## src/rtl/enc_seg_mux.sv

```systemverilog
`default_nettype none
// ============================================================================
// Module   : enc_seg_mux
// Two-digit multiplexed seven-segment driver with sequential double-dabble
// binary-to-BCD conversion and leading-zero blanking.
// Revision : 1.0 - initial release
// ============================================================================
module enc_seg_mux #(
   parameter int VAL_W        = 5,
   parameter int REFRESH_BITS = 17
) (
   input  logic             clk,
   input  logic             rst_n,
   input  logic             en,
   input  logic [VAL_W-1:0] val,
   output logic             an,
   output logic [6:0]       seg,
   output logic             busy
);

   localparam int       c_SR_W  = VAL_W + 8;
   localparam logic [2:0] c_LAST = 3'(VAL_W - 1);

   typedef enum logic [0:0] {
      S_IDLE = 1'b0,
      S_CONV = 1'b1
   } state_t;

   state_t                  r_state;
   logic [VAL_W-1:0]        r_val_q;
   logic [VAL_W-1:0]        r_cur_val;
   logic [c_SR_W-1:0]       r_shift;
   logic [2:0]              r_cnt;
   logic [3:0]              r_tens;
   logic [3:0]              r_ones;
   logic                    r_busy;
   logic [REFRESH_BITS-1:0] r_refresh;
   logic                    r_an;
   logic [6:0]              r_seg;

   logic [c_SR_W-1:0]       w_adj;
   logic [c_SR_W-1:0]       w_shifted;
   logic                    w_an_next;
   logic [3:0]              w_digit;
   logic [6:0]              w_seg_next;

   function automatic logic [6:0] f_decode(input logic [3:0] d);
      case (d)
         4'd0:    f_decode = 7'h3F;
         4'd1:    f_decode = 7'h06;
         4'd2:    f_decode = 7'h5B;
         4'd3:    f_decode = 7'h4F;
         4'd4:    f_decode = 7'h66;
         4'd5:    f_decode = 7'h6D;
         4'd6:    f_decode = 7'h7D;
         4'd7:    f_decode = 7'h07;
         4'd8:    f_decode = 7'h7F;
         4'd9:    f_decode = 7'h6F;
         default: f_decode = 7'h00;
      endcase
   endfunction

   // One double-dabble step: add 3 to any BCD nibble >= 5, then shift left.
   always_comb begin
      w_adj = r_shift;
      if (r_shift[c_SR_W-1 -: 4] >= 4'd5)
         w_adj[c_SR_W-1 -: 4] = r_shift[c_SR_W-1 -: 4] + 4'd3;
      if (r_shift[VAL_W+3 -: 4] >= 4'd5)
         w_adj[VAL_W+3 -: 4] = r_shift[VAL_W+3 -: 4] + 4'd3;
      w_shifted = w_adj << 1;
   end

   always_ff @(posedge clk) begin
      if (!rst_n) begin
         r_state   <= S_IDLE;
         r_val_q   <= '0;
         r_cur_val <= '0;
         r_shift   <= '0;
         r_cnt     <= '0;
         r_tens    <= '0;
         r_ones    <= '0;
         r_busy    <= 1'b0;
      end else begin
         r_val_q <= val;
         case (r_state)
            S_IDLE: begin
               if (r_val_q != r_cur_val) begin
                  r_shift   <= {8'b0, r_val_q};
                  r_cur_val <= r_val_q;
                  r_cnt     <= '0;
                  r_busy    <= 1'b1;
                  r_state   <= S_CONV;
               end
            end
            S_CONV: begin
               r_shift <= w_shifted;
               r_cnt   <= r_cnt + 3'd1;
               if (r_cnt == c_LAST) begin
                  r_tens  <= w_shifted[c_SR_W-1 -: 4];
                  r_ones  <= w_shifted[VAL_W+3 -: 4];
                  r_busy  <= 1'b0;
                  r_state <= S_IDLE;
               end
            end
            default: begin
               r_busy  <= 1'b0;
               r_state <= S_IDLE;
            end
         endcase
      end
   end

   assign w_an_next  = (&r_refresh) ? ~r_an : r_an;
   assign w_digit    = w_an_next ? r_tens : r_ones;
   // Tens digit of zero is blanked rather than shown as a leading "0".
   assign w_seg_next = (!en || (w_an_next && (r_tens == 4'd0))) ? 7'h00
                                                                : f_decode(w_digit);

   always_ff @(posedge clk) begin
      if (!rst_n) begin
         r_refresh <= '0;
         r_an      <= 1'b0;
         r_seg     <= 7'h00;
      end else begin
         r_refresh <= r_refresh + 1'b1;
         r_an      <= w_an_next;
         r_seg     <= w_seg_next;
      end
   end

   assign an   = r_an;
   assign seg  = r_seg;
   assign busy = r_busy;

endmodule
`default_nettype wire

```

## config.mk

```make
export PLATFORM = sky130hd
export DESIGN_NAME = enc_seg_mux
export DESIGN_NICKNAME = d
export VERILOG_FILES = /design/src/rtl/enc_seg_mux.sv
export SDC_FILE = /design/constraint.sdc
export NUM_CORES = 1
export LEC_CHECK = 0
export BUFFER_PORTS_ARGS = -buffer_cell sky130_fd_sc_hd__buf_4
export CAP_MARGIN = 0
export CELL_PAD_IN_SITES_DETAIL_PLACEMENT = 0
export CELL_PAD_IN_SITES_GLOBAL_PLACEMENT = 2
export CORE_ASPECT_RATIO = 0.9
export CORE_UTILIZATION = 34
export DETAILED_ROUTE_END_ITERATION = 10
export MAX_ROUTING_LAYER = met4
export PLACE_DENSITY_LB_ADDON = 0.1
export SYNTH_ARGS = -nofsm -noshare
export SYNTH_HDL_FRONTEND = slang
export SYNTH_SLANG_ARGS = --single-unit
```

## constraint.sdc

```tcl
create_clock -name clk -period 2.7 [get_ports clk]
set_input_delay 0.135 -clock clk [delete_from_list [all_inputs] [get_ports clk]]
set_output_delay 0.135 -clock clk [all_outputs]
set_load 0.005 [all_outputs]
```

Yosys cells after proc, flatten, opt, wreduce, memory -nomap -nowiden. Memory sizes are Yosys's and may differ from the RTL's. A register that Yosys moved wholly into a read port is not among the register bits. Index checks and enable logic that the tools add are counted.

$add $sub $neg: 4. Order comparisons: 2. Equal/unequal tests: 4. Muxes and demuxes: 14. Bitwise gates (word level): 3. Reductions and logical operators: 9.

Operators by type and width (number): $pmux W13 S2 (1); $add A17 B1 Y17 const B (1); $reduce_and A17 Y1 (1); $mux W13 (1); $ge A4 B3 Y1 const B (2); $mux W4 (2); $mux W3 (2); $pmux W3 S2 (1); $reduce_and A2 Y1 (3); $mux W1 (5); $ne A5 B5 Y1 (1); $add A4 B2 Y4 const B (1); $logic_not A4 Y1 (1); $pmux W1 S2 (2); $add A3 B1 Y3 const B (1); $add A3 B2 Y3 const B (1); $eq A3 B3 Y1 const B (1); $not A1 Y1 (3); $ne A2 B1 Y1 const B (1); $ne A2 B2 Y1 const B (1); $reduce_or A2 Y1 (1); $logic_and A1 B1 Y1 (1); $logic_not A1 Y1 (1); $logic_or A1 B1 Y1 (1).

Register bits: 54. Memory bits (read-only): 112. Logic and storage cells: 47. Memories: 1.

Memories: (name not given) (words 16, width 7, rd ports 1, clocked after Yosys merged registers in 1, write ports 0, line 48) `case (d)`.

Logic depth before layout (Yosys ltp).
Word-level depth: 5. Gate-level depth with buffers: 11. Mapped depth without buffers: 11.

Worst setup path after synthesis. No wires, ideal clock.

Kind: register to register. Start point: register r_refresh[2]. End point: register r_seg[6] (netlist: seg[6]). Data arrival time: 2551 ps. Path slack: 74 ps. Stages on the path, launching flop included: 11. Path buffers: 0. Clock period less this slack: 2626 ps. Path through: dfxtp_1 -> and4_1 -> nand4_1 -> nor2_1 -> ha_1 -> xor2_4 -> mux2i_1 -> inv_1 -> ha_1 -> or3_1 -> o21ai_0.

Word-level cells in the longest chain between the ends: 5.

RTL lines: start, declared (line 37) `logic [REFRESH_BITS-1:0] r_refresh;`; start signal, assigned (line 125) `r_refresh <= r_refresh + 1'b1;`; $reduce_and A17 Y1 (*) (line 113) `assign w_an_next = (&r_refresh) ? ~r_an : r_an;`; $mux W1 (*) (line 113); $logic_and A1 B1 Y1 (line 116) `assign w_seg_next = (!en || (w_an_next && (r_tens == 4'd0))) ? 7'h00`; $logic_or A1 B1 Y1 (line 116); $reduce_or A2 Y1 (no source line); end, declared (line 39) `logic [6:0] r_seg;`.

Mark *: on every way between the ends. The rest lies on a longest branch, timed or not. A chain may end at the register's enable or synchronous reset.

Final worst setup path.
Start point: register r_refresh[6]. End point: register r_seg[3] (netlist: seg[3]).

Same word-level chain as after synthesis.

==> flow_summary_export.csv <==
group,metric,value,unit
run_status,status,"completed",
hold_path,hold_depth,2,
clock_tree,root_buffer,"clkbuf_8",
detailed_routing,final_antenna_net_count,0,
clock_tree,path_clk_slew,0.07,ns
critical_path,path_class,"reg -> reg",
clock_tree,clk_path_buf_depth,2,
final_layout,drive_gt1_frac,0.146,
detailed_routing,wl_per_cell,12.2,um
timing,tightest_slew,0.580,ns
critical_path,r2r_slack,0.23,ns
global_route,grt_usage,0.150,
hold_path,hold_class,"in -> reg",
yosys,ys.flop_type,"dfxtp_1",
die,core,7660,um^2
yosys,ys_seq_area_frac,0.446,
timing,clock.fmax,406,MHz
clock_tree,clock_latency,0.34,ns
critical_path,crit_fanout,5,
global_route,grt_pass1_wl,9.18,mm
timing,final.setup.tns,0,ns
global_route,grt_max_degree,38,
yosys,yosysWarnings,0,
hold_path,hp-start,"rst_n",
yosys,synth-edff-count,0,
clock_tree,cts.sinks,61,
die,die_y,87.1,um
timing,fin_crit,2.47,ns
detailed_routing,drc,0,
clock_tree,cts_buffers,9,
timing,slew_viol_final,0,
global_route,grt_pass1_vias,1980,
die,rows,30,
flow_run,drv_cap,0,
final_layout,diodes,0,
die,die_w,96.5,um
detailed_routing,totalWireLength,5.25,mm
critical_path,cp-end-kind,"register",
global_route,overflow,0,
critical_path,worstPathArrival,2.69,ns
timing,skew,0.00692,ns
clock_tree,cts_tree,"yes",
hold_path,hold_path_end,"r_tens[3]$_SDFFE_PN0P_",
timing,max_slew_margin,0.611,
global_route,antenna_found_initial,0,
yosys,synth_seq_cells,61,
yosys,synth_top_area_share,0.446,
critical_path,rr_worst_depth,11,
critical_path,startpoint_type,"register",
final_layout,final_cell_count_no_fill,431,
critical_path,worst_r2r_endpoint,"seg[3]$_SDFF_PP0_",
critical_path,cp_data_required_time,2.93,ns
placement,place.gp.congestion,0.750,
yosys,avgSynthCellArea,9.15,um^2
yosys,synthesis.area,2740,um^2
detailed_routing,first_pass_iters,4,
detailed_routing,vias,2032,
yosys,synth_cell_types,42,
detailed_routing,vias_per_cell,4.71,
power_and_ir_drop,leakagePower,1.36,nW
timing,rsz0062_at_grt,"no",
timing,finalHoldViolations,0,
timing,setup_viol,0,
die,dieArea,8410,um^2
clock_tree,h-tree-depth,3,
die,ios,17,
final_layout,nets,352,
placement,dp.cells,409,
power_and_ir_drop,power_density,605,nW/um^2
detailed_routing,drt_iter0_drc,63,
final_layout,syn_to_final_growth,19.7,%
placement,numPortBuffers,16,
timing,fin_crit_sh,0.913,
power_and_ir_drop,peakVddDrop,0.000280,V
yosys,synthArstFlopShare,0,
critical_path,timing.rr.start,"r_refresh[6]$_SDFF_PN0_",
yosys,ys_top_cells_by_area,"dfxtp_1 (45%), ha_1 (6.4%), mux2i_1 (4.8%)",
placement,place_hpwl,3.55,mm
yosys,yosysTopAreaCell,"dfxtp_1",
die,initial_core_util,0.357,
yosys,syn_inst,299,
yosys,synth_nets,321,
sequential cells by signal, indices dropped and copies added (netlist names):
signal / count
seg: 7
r_refresh: 17
an: 1
r_tens: 4
busy: 1
r_cnt: 3
r_val_q: 5
r_ones: 4
r_shift: 13
r_state: 1
r_cur_val: 5
Yosys cell counts, types with 9 or more instances:
master   count
ha_1        14
mux2i_1     13
and2_1      11
xor2_1      11
o21ai_0     15
inv_1       11
nor2_1      32
nand2_1     28
dfxtp_1     61
a21oi_1     10
nand3_1     11
xnor2_1      9
placed cells by master, fill, tap and decap left out, types with 2 or more instances in the layout:
cell type | synthesis | layout
dfxtp_1 | 61 | 61
nor2_1 | 32 | 32
nand2_1 | 28 | 28
buf_4 | 0 | 26
o21ai_0 | 15 | 15
mux2i_1 | 13 | 13
ha_1 | 14 | 13
inv_1 | 11 | 11
nand3_1 | 11 | 11
and2_1 | 11 | 11
xor2_1 | 11 | 11
a21oi_1 | 10 | 10
xnor2_1 | 9 | 9
clkbuf_8 | 0 | 9
a22oi_1 | 8 | 8
nor2b_1 | 7 | 7
a21boi_0 | 6 | 6
nand4_1 | 5 | 5
dlygate4sd3_1 | 0 | 5
nand2b_1 | 4 | 4
and3_1 | 3 | 3
or3_1 | 3 | 3
nor3b_1 | 3 | 3
clkinvlp_4 | 0 | 3
mux2_2 | 2 | 2
and4_1 | 2 | 2
a31oi_1 | 2 | 2
o211a_1 | 2 | 2
bufinv_16 | 0 | 2
worst max-delay path, stage by stage, from the launching register on:
cell	delay, ns
dfxtp_1	0.39
and4_1	0.24
nand4_1	0.14
nor2_1	0.14
ha_2	0.23
xor2_4	0.21
mux2_2	0.41
inv_1	0.15
ha_1	0.16
nor2b_1	0.04
o21bai_1	0.15
o21ai_0	0.10
stage by stage:
stage | util | total power, W | area [um^2] | setup WS [ns] | hold WS, ns
after global routing | 0.428 | 0.00208 | 3270 | 0.0147 | 0.225
after floorplan | - | 0.00106 | 2740 | 0.0743 | 0.262
after CTS | 0.426 | 0.00202 | 3260 | 0.135 | 0.213
after detailed placement | 0.392 | 0.00111 | 3000 | 0.151 | 0.345
final | 0.428 | 0.00198 | 3270 | 0.235 | 0.218
after global placement | 0.392 | 0.00111 | 3000 | 0.165 | 0.345
where the power goes:
group          internal [W]  leakage (nW)  total, W  switching [W]
clock network      0.000518        0.0985  0.000893       0.000375
registers          0.000929         0.498  0.000952      0.0000227
logic             0.0000675         0.763  0.000137      0.0000695
timing repair:
action	4_1_cts	5_1_grt
endpoints found under the hold margin	5	0
setup endpoints to repair	0	4
resized for setup	0	1
buffers inserted	0	1
hold buffers	5	0
logic make-up after synthesis:
kind of cell | Yosys count | synth area share
buffers and inverters | 23 | 0.0325
AND/OR/NAND/NOR | 114 | 0.207
adder cells (fa/ha/maj) | 14 | 0.0640
XOR/XNOR | 21 | 0.0741
flip-flops | 61 | 0.446
AO/OA/AOI/OAI | 50 | 0.115
multiplexers | 16 | 0.0608
layer usage:
layer | track usage | up-vias | wire (um)
met1 | 0.187 | 922 | 2830
met2 | 0.220 | 21 | 2160
met4 | 0.0521 | 0 | 72
met3 | 0.0576 | 8 | 192
li1 | - | 1081 | -
met5 | - | - | 0
cell type report:
type / instances / area [um^2]
Clock buffer: 10 / 128
Clock inverter: 6 / 87.6
Fill cell: 769 / 4380
Inverter: 12 / 45.0
Multi-Input combinational cell: 215 / 1430
Sequential cell: 61 / 1220
Tap cell: 96 / 120
Timing Repair Buffer: 31 / 245
how the worst max path moves through the flow:
stage	start	endpoint	slack [ns]	depth (start not counted)
after CTS	r_refresh[6]$_SDFF_PN0_	seg[5]$_SDFF_PP0_	0.13	9
after detailed placement	r_refresh[6]$_SDFF_PN0_	seg[5]$_SDFF_PP0_	0.15	9
after global placement	r_refresh[6]$_SDFF_PN0_	seg[3]$_SDFF_PP0_	0.16	11
after floorplan	r_refresh[2]$_SDFF_PN0_	seg[6]$_SDFF_PP0_	0.07	10
after global routing	r_refresh[6]$_SDFF_PN0_	seg[3]$_SDFF_PP0_	0.01	11
final	r_refresh[6]$_SDFF_PN0_	seg[3]$_SDFF_PP0_	0.23	11
Note: power is estimated with default switching activity, not from simulation.
